<file path="config.mk">
export PLATFORM = sky130hd
export DESIGN_NAME = mem_xfer_fsm_flat
export DESIGN_NICKNAME = d
export VERILOG_FILES = /design/src/rtl/mem_xfer_if.sv /design/src/rtl/mem_xfer_fsm.sv /design/src/flat_wrapper.sv
export SDC_FILE = /design/constraint.sdc
export NUM_CORES = 1
export LEC_CHECK = 0
export CORE_AREA = 5 5 70 72
export DETAILED_ROUTE_END_ITERATION = 6
export DIE_AREA = 0 0 75 77
export GPL_ROUTABILITY_DRIVEN = 0
export PLACE_DENSITY_LB_ADDON = 0.08
export SLEW_MARGIN = 40
export SYNTH_ARGS = -nofsm -noshare
export SYNTH_HDL_FRONTEND = slang
export SYNTH_SLANG_ARGS = --single-unit
</file>
<file path="constraint.sdc">
create_clock -name clk -period 3.7 [get_ports clk]
set_clock_uncertainty 0.05 [all_clocks]
set_input_delay 0.37 -clock clk [delete_from_list [all_inputs] [get_ports clk]]
set_output_delay 0.37 -clock clk [all_outputs]
set_load 0.01 [all_outputs]
</file>
<file path="src/rtl/mem_xfer_if.sv">
// mem_xfer_if: bus between the control FSM and the memory-transfer sequencer.
//   start/mode/ri/rj : transfer request (mode 0 = STORE, 1 = LOAD)
//   mfc              : memory function complete from memory
//   reg_read/write   : one-hot register bus enables
//   mar_*/mdr_*      : MAR/MDR bus and memory-side enables
//   mem_en/mem_rw    : memory request, 1 = read
//   busy/done/err    : status; done/err are one-cycle pulses
interface mem_xfer_if #(
    parameter int NUM_REGS = 5,
    parameter int SEL_W    = 6
);
    logic                start;
    logic                mode;
    logic [SEL_W-1:0]    ri;
    logic [SEL_W-1:0]    rj;
    logic                mfc;
    logic [NUM_REGS-1:0] reg_read;
    logic [NUM_REGS-1:0] reg_write;
    logic                mar_write;
    logic                mdr_write;
    logic                mdr_read;
    logic                mdr_mem_read;
    logic                mdr_mem_write;
    logic                mem_en;
    logic                mem_rw;
    logic                busy;
    logic                done;
    logic                err;

    modport slave (
        input  start, mode, ri, rj, mfc,
        output reg_read, reg_write, mar_write, mdr_write, mdr_read,
               mdr_mem_read, mdr_mem_write, mem_en, mem_rw, busy, done, err
    );

    modport master (
        output start, mode, ri, rj, mfc,
        input  reg_read, reg_write, mar_write, mdr_write, mdr_read,
               mdr_mem_read, mdr_mem_write, mem_en, mem_rw, busy, done, err
    );
endinterface

</file>
<file path="src/rtl/mem_xfer_fsm.sv">
// mem_xfer_fsm: sequences one LOAD or STORE between the register file and
// memory through MAR/MDR with a bounded MFC wait.
//   clk   : rising-edge clock
//   reset : asynchronous, active-high
//   bus   : mem_xfer_if.slave (request in, bus/memory enables and status out)
// Outputs are registered from the next state, so they behave as pure Moore
// outputs of the current state while coming straight out of flops.
module mem_xfer_fsm #(
    parameter int NUM_REGS = 5,
    parameter int SEL_W    = 6,
    parameter int TIMEOUT  = 16
) (
    input  logic       clk,
    input  logic       reset,
    mem_xfer_if.slave  bus
);
    localparam int CNT_W = (TIMEOUT > 0) ? $clog2(TIMEOUT + 1) : 1;
    localparam logic [CNT_W-1:0] CNT_LAST = (TIMEOUT > 0) ? CNT_W'(TIMEOUT - 1) : '0;

    typedef enum logic [3:0] {
        S_IDLE, S_DATA, S_ADDR, S_REQ, S_WAIT, S_LATCH, S_XFER, S_DONE, S_ERR
    } state_t;

    state_t           state, nxt;
    logic [SEL_W-1:0] ri_q, rj_q, n_ri, n_rj;
    logic             mode_q, n_mode;
    logic [CNT_W-1:0] cnt, n_cnt;

    logic [NUM_REGS-1:0] o_rr, o_rw;
    logic o_marw, o_mdrw, o_mdrr, o_mmr, o_mmw, o_en, o_mrw, o_busy, o_done, o_err;

    function automatic logic [NUM_REGS-1:0] onehot(input logic [SEL_W-1:0] sel);
        logic [NUM_REGS-1:0] v;
        for (int i = 0; i < NUM_REGS; i++) v[i] = (sel == SEL_W'(i));
        return v;
    endfunction

    // Next state and captured request
    always_comb begin
        nxt    = state;
        n_ri   = ri_q;
        n_rj   = rj_q;
        n_mode = mode_q;
        n_cnt  = cnt;
        case (state)
            S_IDLE: if (bus.start) begin
                n_ri   = bus.ri;
                n_rj   = bus.rj;
                n_mode = bus.mode;
                // Out-of-range selects abort before any bus activity
                if (32'(bus.ri) >= NUM_REGS || 32'(bus.rj) >= NUM_REGS) nxt = S_ERR;
                else nxt = bus.mode ? S_ADDR : S_DATA;
            end
            S_DATA:  nxt = S_ADDR;
            S_ADDR:  nxt = S_REQ;
            S_REQ: begin
                n_cnt = '0;
                nxt   = S_WAIT;
            end
            S_WAIT: begin
                // mfc takes priority over an expiring timeout
                if (bus.mfc) nxt = mode_q ? S_LATCH : S_DONE;
                else if (TIMEOUT > 0 && cnt == CNT_LAST) nxt = S_ERR;
                else if (cnt != '1) n_cnt = cnt + 1'b1;
            end
            S_LATCH: nxt = S_XFER;
            S_XFER:  nxt = S_DONE;
            S_DONE:  nxt = S_IDLE;
            S_ERR:   nxt = S_IDLE;
            default: nxt = S_IDLE;
        endcase
    end

    // Output decode of the state being entered
    always_comb begin
        o_rr = '0; o_rw = '0;
        o_marw = 1'b0; o_mdrw = 1'b0; o_mdrr = 1'b0; o_mmr = 1'b0; o_mmw = 1'b0;
        o_en = 1'b0; o_mrw = 1'b0; o_done = 1'b0; o_err = 1'b0;
        o_busy = (nxt != S_IDLE);
        case (nxt)
            S_DATA: begin
                o_rr   = onehot(n_ri);
                o_mdrw = 1'b1;
            end
            S_ADDR: begin
                o_rr   = onehot(n_rj);
                o_marw = 1'b1;
            end
            S_REQ, S_WAIT: begin
                o_en  = 1'b1;
                o_mrw = n_mode;
                o_mmr = ~n_mode;
            end
            S_LATCH: begin
                o_en  = 1'b1;
                o_mrw = 1'b1;
                o_mmw = 1'b1;
            end
            S_XFER: begin
                o_mdrr = 1'b1;
                o_rw   = onehot(n_ri);
            end
            S_DONE: o_done = 1'b1;
            S_ERR: begin
                o_done = 1'b1;
                o_err  = 1'b1;
            end
            default: ;
        endcase
    end

    always_ff @(posedge clk or posedge reset) begin
        if (reset) begin
            state             <= S_IDLE;
            ri_q              <= '0;
            rj_q              <= '0;
            mode_q            <= 1'b0;
            cnt               <= '0;
            bus.reg_read      <= '0;
            bus.reg_write     <= '0;
            bus.mar_write     <= 1'b0;
            bus.mdr_write     <= 1'b0;
            bus.mdr_read      <= 1'b0;
            bus.mdr_mem_read  <= 1'b0;
            bus.mdr_mem_write <= 1'b0;
            bus.mem_en        <= 1'b0;
            bus.mem_rw        <= 1'b0;
            bus.busy          <= 1'b0;
            bus.done          <= 1'b0;
            bus.err           <= 1'b0;
        end else begin
            state             <= nxt;
            ri_q              <= n_ri;
            rj_q              <= n_rj;
            mode_q            <= n_mode;
            cnt               <= n_cnt;
            bus.reg_read      <= o_rr;
            bus.reg_write     <= o_rw;
            bus.mar_write     <= o_marw;
            bus.mdr_write     <= o_mdrw;
            bus.mdr_read      <= o_mdrr;
            bus.mdr_mem_read  <= o_mmr;
            bus.mdr_mem_write <= o_mmw;
            bus.mem_en        <= o_en;
            bus.mem_rw        <= o_mrw;
            bus.busy          <= o_busy;
            bus.done          <= o_done;
            bus.err           <= o_err;
        end
    end
endmodule

</file>
<file path="src/flat_wrapper.sv">
// flat-port wrapper written by rule: the top's interface ports become plain ports
module mem_xfer_fsm_flat 
#(
    parameter int NUM_REGS = 5,
    parameter int SEL_W    = 6,
    parameter int TIMEOUT  = 16
)
  (clk, reset, bus_start, bus_mode, bus_ri, bus_rj, bus_mfc, bus_reg_read, bus_reg_write, bus_mar_write, bus_mdr_write, bus_mdr_read, bus_mdr_mem_read, bus_mdr_mem_write, bus_mem_en, bus_mem_rw, bus_busy, bus_done, bus_err);
  mem_xfer_if #(.NUM_REGS(NUM_REGS), .SEL_W(SEL_W)) bus_i ();
  input  logic clk;
  input  logic reset;
  input wire logic [$bits(bus_i.start)-1:0] bus_start;
  input wire logic [$bits(bus_i.mode)-1:0] bus_mode;
  input wire logic [$bits(bus_i.ri)-1:0] bus_ri;
  input wire logic [$bits(bus_i.rj)-1:0] bus_rj;
  input wire logic [$bits(bus_i.mfc)-1:0] bus_mfc;
  output wire logic [$bits(bus_i.reg_read)-1:0] bus_reg_read;
  output wire logic [$bits(bus_i.reg_write)-1:0] bus_reg_write;
  output wire logic [$bits(bus_i.mar_write)-1:0] bus_mar_write;
  output wire logic [$bits(bus_i.mdr_write)-1:0] bus_mdr_write;
  output wire logic [$bits(bus_i.mdr_read)-1:0] bus_mdr_read;
  output wire logic [$bits(bus_i.mdr_mem_read)-1:0] bus_mdr_mem_read;
  output wire logic [$bits(bus_i.mdr_mem_write)-1:0] bus_mdr_mem_write;
  output wire logic [$bits(bus_i.mem_en)-1:0] bus_mem_en;
  output wire logic [$bits(bus_i.mem_rw)-1:0] bus_mem_rw;
  output wire logic [$bits(bus_i.busy)-1:0] bus_busy;
  output wire logic [$bits(bus_i.done)-1:0] bus_done;
  output wire logic [$bits(bus_i.err)-1:0] bus_err;
  assign bus_i.start = bus_start;
  assign bus_i.mode = bus_mode;
  assign bus_i.ri = bus_ri;
  assign bus_i.rj = bus_rj;
  assign bus_i.mfc = bus_mfc;
  assign bus_reg_read = bus_i.reg_read;
  assign bus_reg_write = bus_i.reg_write;
  assign bus_mar_write = bus_i.mar_write;
  assign bus_mdr_write = bus_i.mdr_write;
  assign bus_mdr_read = bus_i.mdr_read;
  assign bus_mdr_mem_read = bus_i.mdr_mem_read;
  assign bus_mdr_mem_write = bus_i.mdr_mem_write;
  assign bus_mem_en = bus_i.mem_en;
  assign bus_mem_rw = bus_i.mem_rw;
  assign bus_busy = bus_i.busy;
  assign bus_done = bus_i.done;
  assign bus_err = bus_i.err;
  mem_xfer_fsm #(.NUM_REGS(NUM_REGS), .SEL_W(SEL_W), .TIMEOUT(TIMEOUT)) u_core (.clk(clk), .reset(reset), .bus(bus_i));
endmodule
</file>
Word level (Yosys, flattened, before mapping)
Index checks and enable logic that the tools add are counted.
- input bits: 17
- output and inout port bits: 20
- word-level logic and storage cells: 86
- register bits after elaboration: 42
- equality and inequality tests: 27
- bitwise gates (word level): 1
- reductions and logical operators: 10
- add/sub/neg operators: 1
- mux-type cells: 28
- $lt $le $gt $ge: 2
- operators with widths (operator ; count):
    == test 4 x 3 -> 1 bit, second input constant ; 7
    case mux 4 bit (7 select lines) ; 1
    == test 6 x 2 -> 1 bit, second input constant ; 4
    two-way mux 6 bit ; 4
    two-way mux 5 bit ; 4
    case mux 5 bit (2 select lines) ; 2
    == test 4 x 2 -> 1 bit, second input constant ; 4
    two-way mux 4 bit ; 4
    == test 6 x 1 -> 1 bit, second input constant ; 2
    == test 6 x 3 -> 1 bit, second input constant ; 2
    greater-or-equal comparator 6 x 3 -> 1 bit, second input constant ; 2
    zero test 6 bit ; 2
    two-way mux 1 bit ; 10
    == test 4 x 1 -> 1 bit, second input constant ; 2
    adder 5 x 1 -> 5 bit, second input constant ; 1
    == test 5 x 4 -> 1 bit, second input constant ; 1
    != test 5 bit, second input constant ; 1
    == test 4 bit, second input constant ; 1
    zero test 4 bit ; 1
    two-way mux 2 bit ; 2
    != test 2 bit, second input constant ; 2
    AND reduction 4 bit ; 1
    nonzero test 4 bit ; 1
    OR reduction 2 bit ; 2
    6 further kinds ; 6

Logic depth before layout (Yosys ltp)
Gate-level depths: netlist of the first run.
- word-level depth: 8
- gate-level depth with buffers: 8
- gate-level depth less buffers: 7

Least setup slack after synthesis of the first run
Ideal clock, no wire load.
- path kind: reg-to-reg
- start point: reg u_core.state[2]
- end point: reg u_core.bus.reg_read[1]
- setup slack: 1.795 ns
- path buffers: 1
- setup time: 0.082 ns
- data required time: 3.568 ns
- stages on the path, launching flop included: 7
- clock period less this slack: 1.905 ns
- arrival time: 1.773 ns
- cells stage by stage: dfrtp_1 > clkbuf_8 > or3b_2 > nor2_4 > mux2_2 > nand3b_1 > o22ai_1
- elaborated cells between the ends (all ways): 18
- those cells by class: eq/ne (10); mux (7); reduce/logical (1)
- RTL lines (item ; RTL line ; text):
    from (decl) ; mem_xfer_fsm.sv:24 ; state_t state, nxt;
    from (signal assigned) ; mem_xfer_fsm.sv:132 ; state <= nxt;
    zero test 4 bit ; mem_xfer_fsm.sv:45 ; case (state)
    two-way mux 6 bit ; mem_xfer_fsm.sv:45 ;
    net u_core.n_rj[1] ; mem_xfer_fsm.sv:25 ; logic [SEL_W-1:0] ri_q, rj_q, n_ri, n_rj;
    == test 6 x 1 -> 1 bit ; mem_xfer_fsm.sv:34 ; for (int i = 0; i < NUM_REGS; i++) v[i] = (sel == SEL_W'(i));
    case mux 5 bit (2 select lines) ; mem_xfer_fsm.sv:80 ; case (nxt)
    net u_core.o_rr[1] ; mem_xfer_fsm.sv:29 ; logic [NUM_REGS-1:0] o_rr, o_rw;
    to (signal assigned) ; mem_xfer_fsm.sv:137 ; bus.reg_read <= o_rr;
    to (decl) ; mem_xfer_if.sv:32 ; output reg_read, reg_write, mar_write, mdr_write, mdr_read,
The timed path passes the listed nets, and every way through them passes these cells.
A chain may end at the register's enable or synchronous reset.

Final worst setup path of the first run
- start point: in bus_start
- end point: reg u_core.bus.reg_read[4]
- cells in the longest elaborated chain, start to end: 4
- elaborated cells between the ends (all ways): 11
- those cells by class: eq/ne (4); mux (7)
- RTL lines (item ; RTL line ; text):
    from (decl) ; flat_wrapper.sv:12 ; input wire logic [$bits(bus_i.start)-1:0] bus_start;
    two-way mux 4 bit / two-way mux 6 bit (equally long branches) ; mem_xfer_fsm.sv:46 ; S_IDLE: if (bus.start) begin
    case mux 4 bit (7 select lines) / two-way mux 6 bit (equally long branches) ; mem_xfer_fsm.sv:45 ;
    == test 4 x 2 -> 1 bit (tied with other cells) ; mem_xfer_fsm.sv:80 ;
    case mux 5 bit (2 select lines) * ; mem_xfer_fsm.sv:80 ;
    net u_core.o_rr[4] ; mem_xfer_fsm.sv:29 ;
Mark *: on every way through the listed nets, which the timed path passes. The rest lies on a longest branch.

==> results of run 1 <==
## cell type report
cell class | instances | area, µm²
clock buffers | 6 | 82.6
well taps | 52 | 65.1
fillers | 373 | 1770
flip-flops and latches | 42 | 1050
inverters | 12 | 45.0
repair buffers | 37 | 368
multi-input cells | 135 | 852
## per-layer routing
metal,vias to the layer above,global-route usage
li1,763,-
met4,0,0.0569
met3,9,0.0471
met1,764,0.234
met5,-,0
met2,47,0.258
## power by group
part / total, µW / switching [µW] / internal, µW
clock: 282 / 138 / 144
sequential: 711 / 115 / 596
combinational: 664 / 383 / 281
## sequential cells by signal, summed over array words and instances (netlist names), 4 cells and up
register	count
u_core.rj_q	6
u_core.bus.reg_read	5
u_core.bus.reg_write	5
u_core.cnt	5
u_core.state	4
u_core.ri_q	6
## cells by family after synthesis
logic type / synth area share
AO/OA/AOI/OAI: 0.118
XOR/XNOR: 0.00439
adder cells (fa/ha/maj): 0.0188
buffers and inverters: 0.0464
flip-flops: 0.527
multiplexers: 0.0320
AND/OR/NAND/NOR: 0.254
## through the flow
| stage | hold WS, ps | instances |
|---|---|---|
| 2_1_floorplan | 387 | 194 |
| 5_1_grt | 418 | 284 |
| 3_5_place_dp | 414 | 278 |
| 4_1_cts | 392 | 284 |
| 6_report | 374 | 284 |
| 3_3_place_gp | 403 | 278 |
## synth_stat cells (2+ instances only)
cell type                  instances
sky130_fd_sc_hd__a21oi_1           7
sky130_fd_sc_hd__or3_1             6
sky130_fd_sc_hd__mux2_2            3
sky130_fd_sc_hd__o31ai_1           2
sky130_fd_sc_hd__a22oi_1           2
sky130_fd_sc_hd__nor3_2            2
sky130_fd_sc_hd__o21ai_0          11
sky130_fd_sc_hd__nand3_1          10
sky130_fd_sc_hd__ha_1              3
sky130_fd_sc_hd__nor2_1           12
sky130_fd_sc_hd__nand3b_1          4
sky130_fd_sc_hd__buf_4             2
sky130_fd_sc_hd__nand4_1           4
sky130_fd_sc_hd__clkbuf_8          2
sky130_fd_sc_hd__dfrtp_1          42
sky130_fd_sc_hd__inv_1            12
sky130_fd_sc_hd__nor4_1            4
sky130_fd_sc_hd__nor3_1            2
sky130_fd_sc_hd__mux2i_1           3
sky130_fd_sc_hd__nand2_1          34
## worst paths after layout
path                                      startpoint                                 to  slack [ps]  cells after the start
setup / recovery                           bus_start   u_core.bus.reg_read[4]$_DFF_PP0_        1310                      6
hold / removal                                 reset  u_core.bus.reg_write[2]$_DFF_PP0_         370                      2
setup reg to reg           u_core.state[2]$_DFF_PP0_   u_core.bus.reg_read[4]$_DFF_PP0_        1360                      5
hold reg to reg             u_core.ri_q[4]$_DFF_PP0_           u_core.ri_q[4]$_DFF_PP0_         430                      2
max in group asynchronous                      reset          u_core.bus.done$_DFF_PP0_        2590                      3
min in group clk            u_core.ri_q[4]$_DFF_PP0_           u_core.ri_q[4]$_DFF_PP0_         430                      2
==> results summary, run 1 <==
The number of antenna violations at the first check in global routing was 0. The total count of max-transition violations in the final report came out at 0. The area share of the largest cell type after synthesis came out at 0.527.

Yosys mapped the design onto 47 distinct sky130hd cell types. VDD sags by at most 316 µV. The net count reported at finish is 253. Routed signal wires occupy layers up through met4. The number of top-level pins is 37. The overall via count from detail_route is 1,583.

The initial core utilization is 0.471. After detailed routing, the wire length on met1 is 1970 µm. STA classifies the critical path startpoint as an input pin. The setup violation total in the final timing report is 0. In the post-route analysis, the smallest setup slack over all paths is 1310 ps. Grouping stages by cell kind, the critical path spends the most delay in simple AND/OR/NAND/NOR gates.

The tightest slew margin relative to the limit is 0.644. The number of port buffers came out at 36. Walking the worst path, the cells encountered are clkdlybuf4s50_1 -> nor3b_4 -> nand2_1 -> mux2i_1 -> or4_4 -> o32ai_2.

The horizontal extent of the die came out at 75 µm. The die area is 5780 µm². In the final timing run, aggregate negative setup slack is 0 ps. The area of the core is 4230 µm².

After detailed routing, the met3 layer carries 285 µm of wire. Dividing the final minimum period by the clock period gives 0.646. The post-detailed-route via-to-cell ratio is 5.57. The first global-routing pass estimated 7600 µm of wire. The leakage power figure came out at 0.00110 µW. The placed instances occupy a cell area of 2380 µm².

The warning count from the yosys run came out at 0. The count of buffer and inverter cells on the critical path is 1. The number of sinks on the clock net came out at 42. The clock latency on the worst-skew pair came out at 290 ps.

The number of standard-cell rows in the floorplan came out at 24. For this run, the detailed router's first-pass iteration total came to 4. The fraction of layout instances using a drive strength above 1 came out at 0.103.

In this run the worst path has a maximum fanout of 15. The critical path is of the input pin to flip-flop type. The via count of the first global-routing pass is 1,564. The largest stage delay on the critical path is 500 ps. At the pin with the least slew margin, the transition time is 533 ps. By area the synthesized netlist is led by sky130_fd_sc_hd__dfrtp_1, sky130_fd_sc_hd__nand2_1, sky130_fd_sc_hd__o21ai_0, sky130_fd_sc_hd__nand3_1, sky130_fd_sc_hd__inv_1. The final instance area is 2460 µm². After detailed routing, the number of remaining DRC violations is 0.

The post-route antenna net violation count is 0. The clock root buffer is sky130_fd_sc_hd__clkbuf_8. The overall power after layout is 1660 µW.

The half-perimeter wire length after placement is 3500 µm. The clock-pin slew on the worst setup and hold paths came out at 70 ps. The final wirelength is 4530 µm. STA puts the critical path data arrival time at 2540 ps. The number of clock buffers inserted by TritonCTS came out at 5. The quantity of gates resized following cts is 0. Synthesis inferred 42 register bits. The number of inserted diodes is 0. The count of hold-fix buffers inserted at cts is 0. Setup repair after global routing left no endpoint under its margin. The TritonCTS clock tree is yes. The count of buffers added by post-CTS timing repair for setup is 0. The number of cells produced by synthesis came out at 194. For this block, the initial DRC count from the detailed router was 68. Dividing the detail-routed wire length by the instance count gives 16.0 µm. The number of violations of the max-capacitance limit is 0. The net count after synthesis came out at 214. The number of failing hold endpoints at the final stage came out at 0. The global-route usage over all layers is 0.171. The fraction of the yosys area taken by sequential cells came out at 0.527.

STA classifies the critical path endpoint as a flip-flop. Global routing finished with a remaining overflow of 0. The mapped netlist covers 2000 µm². In this run the worst hold path is classified as input pin to async pin. Entering global routing, the biggest net connects 25 pins. The flow ran to the end, and the final reports show no timing, DRC or antenna violations. At the placement stage, the worst setup path has a slack of 1040 ps.

The power density of the placed cells is 672 nW/µm². For this run, the leading register cell type out of synthesis is sky130_fd_sc_hd__dfrtp_1. For this design, the slowest cell found on the critical path is sky130_fd_sc_hd__clkdlybuf4s50_1. The average instance in the mapped netlist occupies 10.3 µm². The maximum clock path buffer count came out at 2. After detailed routing, the met2 layer carries 2200 µm of wire. Once layout is complete, the utilization of the core stands at 0.582. The top cell types in the final layout, fill and taps aside, are sky130_fd_sc_hd__dfrtp_1, sky130_fd_sc_hd__clkdlybuf4s50_1, sky130_fd_sc_hd__nand2_1. The required time at the endpoint of the critical path came out at 3850 ps. The synthesized design contains 0 enable-type register cells.

The number of H-tree branching levels came out at 2. The smallest clock period supported by the final layout is computed as 2390 ps. The fraction of registers with async set or reset after synthesis is 1.00. Leaving out fill and tap cells, the most frequent cell in the layout is sky130_fd_sc_hd__dfrtp_1. The height of the chip came out at 77 µm.

Summed over all instances, the cell type with the most area after synthesis is sky130_fd_sc_hd__dfrtp_1. For this run, the top clock speed supported by timing is 418 MHz. The signed area change from the synthesized netlist to the final layout came out at 23.4%.
No activity file was read; power rests on OpenSTA's default activity.
==> inputs of run 2 (changes only) <==
--- a/config.mk
+++ b/config.mk
@@ -5,9 +5,9 @@
 export SDC_FILE = /design/constraint.sdc
 export NUM_CORES = 1
 export LEC_CHECK = 0
-export CORE_AREA = 5 5 70 72
+export CORE_AREA = 5 5 72 74
 export DETAILED_ROUTE_END_ITERATION = 6
-export DIE_AREA = 0 0 75 77
+export DIE_AREA = 0 0 77 79
 export GPL_ROUTABILITY_DRIVEN = 0
 export PLACE_DENSITY_LB_ADDON = 0.08
 export SLEW_MARGIN = 40
==> constraint.sdc (replaced) <==
create_clock -name clk -period 2 [get_ports clk]
set_clock_uncertainty 0.05 [all_clocks]
set_input_delay 0.2 -clock clk [delete_from_list [all_inputs] [get_ports clk]]
set_output_delay 0.2 -clock clk [all_outputs]
set_load 0.01 [all_outputs]
==> run 2 against run 1 <==
  * Sequential power increased by 79%
  * Largest cell class unchanged
  * Critical path type is now flip-flop to flip-flop
  * Routed wire length up 13%
  * Largest power group is now combinational cells
  * Non-clock buffer count grew 43
  * Count of clock-buffer cells in the layout increased by 1
==> results summary, run 2 (same netlist as run 1, synthesis figures left out) <==
In the global route stage, met2 resource usage came out at 0.284. The layer flagged by global routing as most heavily used is met2. The start-to-end type of the worst setup path is flip-flop to flip-flop. The clock tree synthesis step divided the H-tree into 2 levels. The worst setup path is launched from a flip-flop. The clock latency on the worst-skew pair is 290 ps. The area of the core is 4540 µm². The horizontal extent of the die is 77 µm.

The flow ran to the end, and the final reports show no timing, DRC or antenna violations. The total overflow reported by the global router is 0. The tightest slew margin relative to the limit is 0.648. The clock-pin slew on the worst setup and hold paths came out at 80 ps.

The number of sinks on the clock net is 42. The detailed-router iteration count before antenna repair came out at 4. The post-detailed-route via-to-cell ratio came out at 5.29. Entering global routing, the biggest net connects 43 pins.

The signed area change from the synthesized netlist to the final layout came out at 41.2%. The arrival time at the worst endpoint is 2050 ps. For met1 alone, demand over resource in global routing was 0.229.

The number of standard-cell rows in the floorplan is 25. The largest registers in the layout are u_core.ri_q: 6 flops, u_core.rj_q: 6 flops. 0 antenna diodes ended up in the layout. The met3 usage in global routing came out at 0.0465. The number of clock buffers inserted by TritonCTS is 5. The count of buffer and inverter cells on the critical path came out at 0. The total count of max-transition violations in the final report is 0. After routing the design area is 2820 µm². Across every metal layer, demand over resource in global routing totals 0.178.

The transition time at the pin with the least slew margin is 529 ps. The die covers 6080 µm². The half-perimeter wire length after placement came out at 3990 µm.

The number of port buffers is 36. The power density of the placed cells is 1230 nW/µm². The overall via count from detail_route came out at 1,750. The leakage power figure came out at 0.00132 µW. The number of top-level pins came out at 37. The root buffer cell chosen for the clock tree is sky130_fd_sc_hd__clkbuf_8. Grouping stages by cell kind, the critical path spends the most delay in simple AND/OR/NAND/NOR gates. The slowest library cell on the worst path is sky130_fd_sc_hd__dfrtp_1. The detail-routed net length per standard cell came out at 15.5 µm. The height of the chip is 79 µm. Setup violations remaining at the end of the flow were counted as 0. The completed layout was analyzed and its total power is 3470 µW. The first-pass GRT wire length came out at 8650 µm. The net count reported at finish is 296. The summed negative setup slack over all endpoints came out at 0 ps. The initial core utilization came out at 0.440. Of the available clock period, the critical path in the final layout requires 0.959. The kind of end point of the critical path is a flip-flop. In this run the worst hold path is classified as input pin to async pin. The number of violations of the max-capacitance limit is 0.

TritonCTS built the clock tree. The final wirelength is 5130 µm. Measured on the finished design, the core utilization comes to 0.621. Walking the worst path, the cells encountered are ha_1 -> and3_1 -> ha_2 -> or2b_2 -> o221a_2 -> nand2_1 -> a21boi_0. The highest fanout seen on the critical path is 5. The final critical path time including I/O delays and setup is 1920 ps. The worst vdd rail ir drop came out at 531 µV. The peak clock frequency supported by timing is 521 MHz. The library cell used most frequently in the layout, excluding fill and tap cells, is sky130_fd_sc_hd__buf_4.

Of the cells placed in the final design, the portion with a size suffix greater than 1 is 0.264. The maximum clock path buffer count came out at 2. The post-route antenna net violation count came out at 0. Data on the critical path is required at its endpoint by 2130 ps. The number of failing hold endpoints at the final stage came to 0. The via count of the first global-routing pass is 1,821. The total placed instance area came out at 2690 µm². The filler cell count in the final layout is 379. Setup repair after global routing left no endpoint under its margin. The number of antenna violations at the first check in global routing came out at 0. The minimum hold slack came out at 296 ps. The detailed router finished its first iteration with 93 violations.

On the worst path, the slowest cell contributes a delay of 380 ps. Leaving out fill and tap cells, the most frequent cells in the layout are sky130_fd_sc_hd__buf_4, sky130_fd_sc_hd__dfrtp_1, sky130_fd_sc_hd__clkdlybuf4s50_1. The number of remaining DRC errors is 0.
[run 2: cell count changes in the layout (fill, tap and decap cells not counted), sizes merged]
cell / delta
buf: +43
clkbuf: +1
clkinv: +1
[run 2: path summary, 6_finish.rpt]
path,start,end,slack (ps),depth (start not counted)
worst max-delay path,u_core.cnt[0]$_DFFE_PP0P_,u_core.bus.mem_rw$_DFF_PP0_,80,7
worst min-delay path,reset,u_core.state[0]$_DFF_PP0_,300,3
worst max register to register,u_core.cnt[0]$_DFFE_PP0P_,u_core.bus.mem_rw$_DFF_PP0_,80,7
min in group clk,u_core.ri_q[4]$_DFF_PP0_,u_core.ri_q[4]$_DFF_PP0_,430,2
max in group asynchronous,reset,u_core.bus.reg_read[3]$_DFF_PP0_,1240,3
worst min register to register,u_core.ri_q[4]$_DFF_PP0_,u_core.ri_q[4]$_DFF_PP0_,430,2
[run 2: area by class of cell]
cell class / count / area (µm²) / area share
sequential: 42 / 1050 / 0.373
multi-input combinational: 135 / 872 / 0.310
timing repair buffer: 80 / 691 / 0.245
clock buffer: 7 / 86.3 / 0.0306
tap: 54 / 67.6 / 0.0240
inverter: 12 / 45.0 / 0.0160
clock inverter: 1 / 5.00 / 0.00178
[run 2: what timing repair did]
item,in CTS,in global routing
setup buffers,0,2
hold buffers,0,0
gates resized for setup,0,8
endpoints found under the setup margin,0,6
[run 2: per-layer routing]
metal / part of all wire / vias up
met2: 0.49 / 66
met4: 0.023 / 0
met3: 0.053 / 12
met5: 0 / -
li1: - / 846
met1: 0.44 / 826
[run 2: tightest hold or removal path, delay by kind of cell]
kind	cells	cell delay (ps)
buffers and inverters	3	890
[run 2: per-stage QoR]
stage               setup WS [ps]  instances
floorplan                    94.7        194
global placement             -227        321
detailed placement           -258        321
CTS                          28.6        329
global route                 9.50        331
finish                       82.0        331
[run 2: where the power goes]
part / switching [µW] / total, µW / internal, µW
registers: 167 / 1270 / 1100
logic: 842 / 1640 / 801
clock network: 283 / 561 / 278
